File: config.mk
export PLATFORM = sky130hd
export DESIGN_NAME = rv32im_muldiv_ctrl
export DESIGN_NICKNAME = d
export VERILOG_FILES = /design/src/rtl/rv32im_muldiv_pkg.sv /design/src/rtl/rv32im_div_core.sv /design/src/rtl/rv32im_muldiv_ctrl.sv
export SDC_FILE = /design/constraint.sdc
export NUM_CORES = 1
export LEC_CHECK = 0
export BUFFER_PORTS_ARGS = -buffer_cell sky130_fd_sc_hd__buf_2
export CORE_MARGIN = 1
export CORE_UTILIZATION = 55
export CTS_CLUSTER_SIZE = 8
export DETAILED_ROUTE_END_ITERATION = 7
export PLACE_DENSITY_LB_ADDON = 0.15
export SETUP_SLACK_MARGIN = 0.2
export SYNTH_ARGS = -nofsm -noshare
export SYNTH_HDL_FRONTEND = slang
export SYNTH_SLANG_ARGS = --single-unit
export TNS_END_PERCENT = 1
File: constraint.sdc
create_clock -name i_clk -period 9.33 [get_ports i_clk]
set_input_delay 1.3995 -clock i_clk [delete_from_list [all_inputs] [get_ports i_clk]]
set_output_delay 1.3995 -clock i_clk [all_outputs]
set_load 0.01 [all_outputs]
File: src/rtl/rv32im_muldiv_pkg.sv
// Shared types for the RV32IM multiply/divide unit: FSM states and M-extension funct3 codes.
package rv32im_muldiv_pkg;

  typedef enum logic [1:0] {
    ST_IDLE = 2'd0,
    ST_MUL  = 2'd1,
    ST_DIV  = 2'd2,
    ST_DONE = 2'd3
  } state_t;

  localparam logic [2:0] F3_MUL    = 3'b000;
  localparam logic [2:0] F3_MULH   = 3'b001;
  localparam logic [2:0] F3_MULHSU = 3'b010;
  localparam logic [2:0] F3_MULHU  = 3'b011;
  localparam logic [2:0] F3_DIV    = 3'b100;
  localparam logic [2:0] F3_DIVU   = 3'b101;
  localparam logic [2:0] F3_REM    = 3'b110;
  localparam logic [2:0] F3_REMU   = 3'b111;

  // funct3[2] separates the divide class from the multiply class
  function automatic logic is_div_class(input logic [2:0] f3);
    return f3[2];
  endfunction

endpackage

File: src/rtl/rv32im_div_core.sv
// Unsigned restoring radix-2 divider on 32-bit magnitudes.
// Latency: 32 cycles after start; done pulses with final quotient/remainder on the last step.
// Backpressure: none; abort drops the operation, a new start restarts it.
module rv32im_div_core
  import rv32im_muldiv_pkg::*;
(
  input  logic        i_clk,
  input  logic        i_rst,
  input  logic        start,
  input  logic        abort,
  input  logic [31:0] dividend,
  input  logic [31:0] divisor,
  output logic        done,
  output logic [31:0] quotient,
  output logic [31:0] remainder
);

  logic        busy;
  logic [4:0]  cnt;
  logic [31:0] q;
  logic [31:0] r;
  logic [31:0] d;
  logic [32:0] shifted;
  logic [32:0] diff;
  logic        ge;

  // remainder stays below the divisor, so the trial difference fits in 33 bits
  always_comb begin
    shifted   = {r, q[31]};
    diff      = shifted - {1'b0, d};
    ge        = ~diff[32];
    remainder = ge ? diff[31:0] : shifted[31:0];
    quotient  = {q[30:0], ge};
    done      = busy && (cnt == 5'd31);
  end

  always_ff @(posedge i_clk or posedge i_rst) begin
    if (i_rst) begin
      busy <= 1'b0;
      cnt  <= '0;
      q    <= '0;
      r    <= '0;
      d    <= '0;
    end else if (start) begin
      busy <= 1'b1;
      cnt  <= '0;
      q    <= dividend;
      r    <= '0;
      d    <= divisor;
    end else if (abort) begin
      busy <= 1'b0;
    end else if (busy) begin
      q   <= quotient;
      r   <= remainder;
      cnt <= cnt + 5'd1;
      if (cnt == 5'd31) busy <= 1'b0;
    end
  end

endmodule

File: src/rtl/rv32im_muldiv_ctrl.sv
// RV32IM M-extension unit: FSM, sign fixup, shift-add multiply (MULDIV_FAST_MUL_EN: one-cycle multiply).
// Latency: o_valid 33 cycles after accept; 1 cycle for b==0, signed overflow, or fast multiply.
// Backpressure: o_ready only in IDLE, o_stall holds IF/ID/EX until the DONE cycle; i_flush kills the op.
module rv32im_muldiv_ctrl
  import rv32im_muldiv_pkg::*;
(
  input  logic        i_clk,
  input  logic        i_rst,
  input  logic        i_valid,
  input  logic [2:0]  i_funct3,
  input  logic [31:0] i_rs1_val,
  input  logic [31:0] i_rs2_val,
  input  logic        i_flush,
  output logic        o_ready,
  output logic        o_stall,
  output logic        o_valid,
  output logic [31:0] o_result
);

  state_t      state, state_nxt;
  logic [4:0]  cnt;
  logic [63:0] acc;
  logic [31:0] mcand;
  logic [2:0]  f3_q;
  logic        sa_q, sb_q;

  logic        accept, div_op, special;
  logic        sa_in, sb_in;
  logic [31:0] ma_in, mb_in, special_res;
  logic [32:0] sum33;
  logic [63:0] acc_nxt, mul_prod;
  logic [31:0] mul_res, div_res, q_fix, r_fix;
  logic        div_done;
  logic [31:0] div_q, div_r;

  always_comb begin
    accept = (state == ST_IDLE) && i_valid && !i_flush;
    div_op = is_div_class(i_funct3);
    sa_in  = i_rs1_val[31] && (i_funct3 inside {F3_MULH, F3_MULHSU, F3_DIV, F3_REM});
    sb_in  = i_rs2_val[31] && (i_funct3 inside {F3_MULH, F3_DIV, F3_REM});
    ma_in  = sa_in ? (32'd0 - i_rs1_val) : i_rs1_val;
    mb_in  = sb_in ? (32'd0 - i_rs2_val) : i_rs2_val;
    special     = 1'b0;
    special_res = '0;
    if (div_op && i_rs2_val == 32'd0) begin
      special     = 1'b1;
      special_res = i_funct3[1] ? i_rs1_val : 32'hFFFF_FFFF;
    end else if ((i_funct3 == F3_DIV || i_funct3 == F3_REM) &&
                 i_rs1_val == 32'h8000_0000 && i_rs2_val == 32'hFFFF_FFFF) begin
      special     = 1'b1;
      special_res = i_funct3[1] ? 32'd0 : 32'h8000_0000;
    end
  end

  // acc holds {partial product high, remaining multiplier bits}; one bit retires per cycle
  always_comb begin
    sum33    = {1'b0, acc[63:32]} + (acc[0] ? {1'b0, mcand} : 33'd0);
    acc_nxt  = {sum33, acc[31:1]};
    mul_prod = (sa_q ^ sb_q) ? (64'd0 - acc_nxt) : acc_nxt;
    mul_res  = (f3_q == F3_MUL) ? mul_prod[31:0] : mul_prod[63:32];
    q_fix    = (sa_q ^ sb_q) ? (32'd0 - div_q) : div_q;
    r_fix    = sa_q ? (32'd0 - div_r) : div_r;
    div_res  = f3_q[1] ? r_fix : q_fix;
  end

`ifdef MULDIV_FAST_MUL_EN
  logic signed [63:0] fast_p;
  logic [31:0]        fast_res;
  always_comb begin
    fast_p   = $signed({sa_in | (sb_in & 1'b0) | (i_rs1_val[31] & (i_funct3 inside {F3_MULH, F3_MULHSU})), i_rs1_val})
             * $signed({i_rs2_val[31] & (i_funct3 == F3_MULH), i_rs2_val});
    fast_res = (i_funct3 == F3_MUL) ? fast_p[31:0] : fast_p[63:32];
  end
  localparam state_t MUL_ENTRY = ST_DONE;
`else
  localparam state_t MUL_ENTRY = ST_MUL;
`endif

  rv32im_div_core u_div (
    .i_clk     (i_clk),
    .i_rst     (i_rst),
    .start     (accept && div_op && !special),
    .abort     (i_flush),
    .dividend  (ma_in),
    .divisor   (mb_in),
    .done      (div_done),
    .quotient  (div_q),
    .remainder (div_r)
  );

  always_comb begin
    state_nxt = state;
    o_ready   = 1'b0;
    o_stall   = 1'b0;
    o_valid   = 1'b0;
    case (state)
      ST_IDLE: begin
        o_ready = 1'b1;
        o_stall = i_valid;
        if (accept) begin
          if (div_op) state_nxt = special ? ST_DONE : ST_DIV;
          else        state_nxt = MUL_ENTRY;
        end
      end
      ST_MUL: begin
        o_stall = 1'b1;
        if (i_flush)              state_nxt = ST_IDLE;
        else if (cnt == 5'd31)    state_nxt = ST_DONE;
      end
      ST_DIV: begin
        o_stall = 1'b1;
        if (i_flush)              state_nxt = ST_IDLE;
        else if (div_done)        state_nxt = ST_DONE;
      end
      ST_DONE: begin
        o_valid   = !i_flush;
        state_nxt = ST_IDLE;
      end
      default: state_nxt = ST_IDLE;
    endcase
  end

  always_ff @(posedge i_clk or posedge i_rst) begin
    if (i_rst) begin
      state    <= ST_IDLE;
      cnt      <= '0;
      acc      <= '0;
      mcand    <= '0;
      f3_q     <= F3_MUL;
      sa_q     <= 1'b0;
      sb_q     <= 1'b0;
      o_result <= '0;
    end else begin
      state <= state_nxt;
      if (accept) begin
        f3_q  <= i_funct3;
        sa_q  <= sa_in;
        sb_q  <= sb_in;
        cnt   <= '0;
        acc   <= {32'd0, mb_in};
        mcand <= ma_in;
        if (special) o_result <= special_res;
`ifdef MULDIV_FAST_MUL_EN
        else if (!div_op) o_result <= fast_res;
`endif
      end else if (state == ST_MUL && !i_flush) begin
        cnt <= cnt + 5'd1;
        acc <= acc_nxt;
        if (cnt == 5'd31) o_result <= mul_res;
      end else if (state == ST_DIV && !i_flush && div_done) begin
        o_result <= div_res;
      end
    end
  end

endmodule

==> metrics <==
Worst Hold Endpoint=mcand[1]$_DFFE_PP0P_; post-synthesis sequential area ratio=31.0%; fin crit share=57.8%; Rows=68; height of the chip=190 um; Unique masters post-synth=86; Peak supply drop=0.309 mV; global-route wire length before repair=112000 um; # H-tree levels=2; r2r endpoint=o_result[28]$_DFFE_PP0P_; placed instance area=20400 um2; drt wl/cell=24.4 um; CP required=9.81 ns; largest cells by area after synthesis=dfrtp_1 (31%), o21ai_0 (6.3%), nand2_1 (6.1%); DP Wirelength=55100 um; Routed WL=73100 um; vias per cell=6.70; Die Wd=190 um; crit end category=flip-flop; R2R depth=22; Post-Syn Instances=2503; r2r setup slk=3.93 ns; initial core utilization=56.2%; Hold Slack=0.474 ns; post-cts sizing count=0; DR iter-0 viols=2182; HP Start=mcand[1]$_DFFE_PP0P_; setup repair bufs after CTS=0; largest net degree at the start of global routing=124; largest area contributor in the netlist=dfrtp_1; Post-synth EDFFs=0; boundary pin count=106; Final min period=5.40 ns; total gr overflow=0; status=complete, no violations; Residual DRC=0; async set-or-reset flop fraction in the synthesized netlist=100%; CTS sink cnt=242; Setup Crit Path Kind=flip-flop to flip-flop; Leak=0.00935 uW; Yosys top cell area share=31.0%; cts hold-fix bufs=0; Tightest Pin Transition=1.12 ns; Synth warnings=0; CP arrival=5.87 ns; Num CTS Buffers=37; Max Root-Sink Buffers=3; Final Power=8830 uW; achievable frequency=185 MHz; Max-Cap Viols=0; #FFs+latches synth=242; hold depth=2; Avg Inst Size Synth=7.80 um2; Final ANT Viol Nets=0; diodes inserted=0; GR Util All Layers=40.3%; initial antenna violation count=1; CTS tree=done; Final Hold Vio Count=0; endpoints failing setup=0; synth-to-layout area growth=9.27%; setup TNS=0 ns; Max Slew Vio Count=0; later-pin clock latency in the skew report=0.56 ns; HP Class=flip-flop to flip-flop; R2R Path Start=u_div.q[31]$_DFFE_PP0P_; Most used DFF post-synth=dfrtp_1; CTS root buffer=clkbuf_16; PwrDens=414 nW/um2; post-synthesis cell area=19500 um2; Die ar.=36200 um2; Port Buf Inserts=105; Layout Nets=2684; RePlAce Congestion=1.01; 1st-pass router iterations=7; core box area=34700 um2; RSZ-0062 raised after global routing=no; Worst Skew=0.0283 ns; Worst slew margin=24.4%; fin area=21300 um2; Post-Syn Nets=2655; Startpoint Class=flip-flop; filler instances=3137; via count=20000; share of layout cells above drive strength 1=8.51%; vias in the first global route=18500; largest fanout on the critical path=43; clk slew on worst S/H paths=0.05 ns
-- critical path, stage by stage (launching register included) --
cell and delay [ns]:
dfrtp_1 0.42, inv_1 0.10, ha_1 0.17, inv_1 0.05
fa_1 0.42, a211oi_1 0.30, o211ai_1 0.21, nand3_1 0.19
a21oi_2 0.11, o21a_4 0.30, nor2_8 0.58, inv_4 0.34
nand2_1 0.14, o21ai_0 0.17, inv_1 0.10, ha_1 0.19
o21ai_0 0.10, buf_4 0.17, a221oi_4 0.39, nand2_2 0.11
mux2_4 0.31, a211o_1 0.29, a31oi_1 0.15
-- flip-flops by register name (all words and copies together), names as in the netlist --
| name | cells |
|---|---|
| state | 2 |
| u_div.q | 32 |
| sa_q | 1 |
| u_div.cnt | 5 |
| cnt | 5 |
| u_div.busy | 1 |
| u_div.d | 32 |
| f3_q | 3 |
| mcand | 32 |
| o_result | 32 |
| u_div.r | 32 |
| acc | 64 |
| sb_q | 1 |
-- layer usage --
metal / up-vias / global-route usage, % / share of wire [%]
li1: 9082 / - / -
met1: 9651 / 54.8 / 41
met2: 1083 / 61.7 / 44
met3: 217 / 6.37 / 9.4
met4: 0 / 21.2 / 5.8
met5: - / 0 / 0
-- worst max-delay path by stage --
| stage | from | depth (start not counted) | to | slack [ns] |
|---|---|---|---|---|
| floorplan | i_rst | 1 | acc[0]$_DFFE_PP0N_ | 1.29 |
| global placement | u_div.q[31]$_DFFE_PP0P_ | 22 | o_result[28]$_DFFE_PP0P_ | 4.13 |
| detailed placement | u_div.q[31]$_DFFE_PP0P_ | 22 | o_result[28]$_DFFE_PP0P_ | 4.01 |
| CTS | u_div.q[31]$_DFFE_PP0P_ | 22 | o_result[28]$_DFFE_PP0P_ | 3.99 |
| global route | u_div.q[31]$_DFFE_PP0P_ | 22 | o_result[28]$_DFFE_PP0P_ | 3.52 |
| finish | u_div.q[31]$_DFFE_PP0P_ | 22 | o_result[28]$_DFFE_PP0P_ | 3.93 |
-- synth_stat cells (21+ instances only) --
master	number
nand2_1	315
o21ai_0	244
dfrtp_1	242
a21oi_1	229
nor2_1	220
clkbuf_1	131
xnor2_1	121
xor2_1	97
inv_1	81
ha_1	79
nor3_1	56
and2_1	46
a211oi_1	45
and3_1	43
nand3_1	35
a31oi_1	34
nor4_1	33
nand4_1	30
o31ai_1	30
or3_1	28
a21o_1	27
mux2i_1	24
a221o_1	21
-- cells by family after synthesis --
kind of cell | count (synthesis) | synth area share [%]
and+or+nand+nor | 903 | 22.2
muxes | 26 | 1.37
adders and majority gates | 81 | 5.27
xor gates and xnor gates | 218 | 9.78
DFF | 242 | 31.0
buffers and inverters | 227 | 4.49
AOI/OAI and AO/OA | 806 | 25.9
-- per-stage QoR --
step / util, % / setup slack (ns) / cells
floorplan: - / 1.29 / 2503
global placement: 58.7 / 4.13 / 2948
detailed placement: 58.7 / 4.01 / 2948
CTS: 61.4 / 3.99 / 2992
global route: 61.4 / 3.52 / 2992
finish: 61.4 / 3.93 / 2992
-- report_power, final --
| group | total [uW] | switching [uW] | internal [uW] |
|---|---|---|---|
| registers | 1880 | 438 | 1440 |
| clock network | 1200 | 486 | 710 |
| logic | 5760 | 3760 | 2000 |
-- area by class of cell --
cell class                      count  area (um2)  share of cell area [%]
Clock buffer                       42         955                    4.48
Clock inverter                      2        12.5                  0.0587
Inverter                           82         318                    1.49
Multi-Input combinational cell   2034       12700                    59.3
Sequential cell                   242        6060                    28.4
Tap cell                          455         569                    2.67
Timing Repair Buffer              135         763                    3.58
-- placed cells by master, fill, tap and decap left out, types with 28 or more instances in the layout --
cell,n
o21ai_0,244
a31oi_1,34
a211oi_1,45
inv_1,80
buf_2,105
nand4_1,30
nand2_1,315
a21oi_1,229
clkbuf_16,37
xnor2_1,120
dfrtp_1,242
and3_1,43
nor4_1,33
nor3_1,55
or3_1,28
o31ai_1,30
xor2_1,96
and2_1,46
ha_1,79
nand3_1,35
buf_4,29
nor2_1,217
Note: power is estimated with default switching activity, not from simulation.
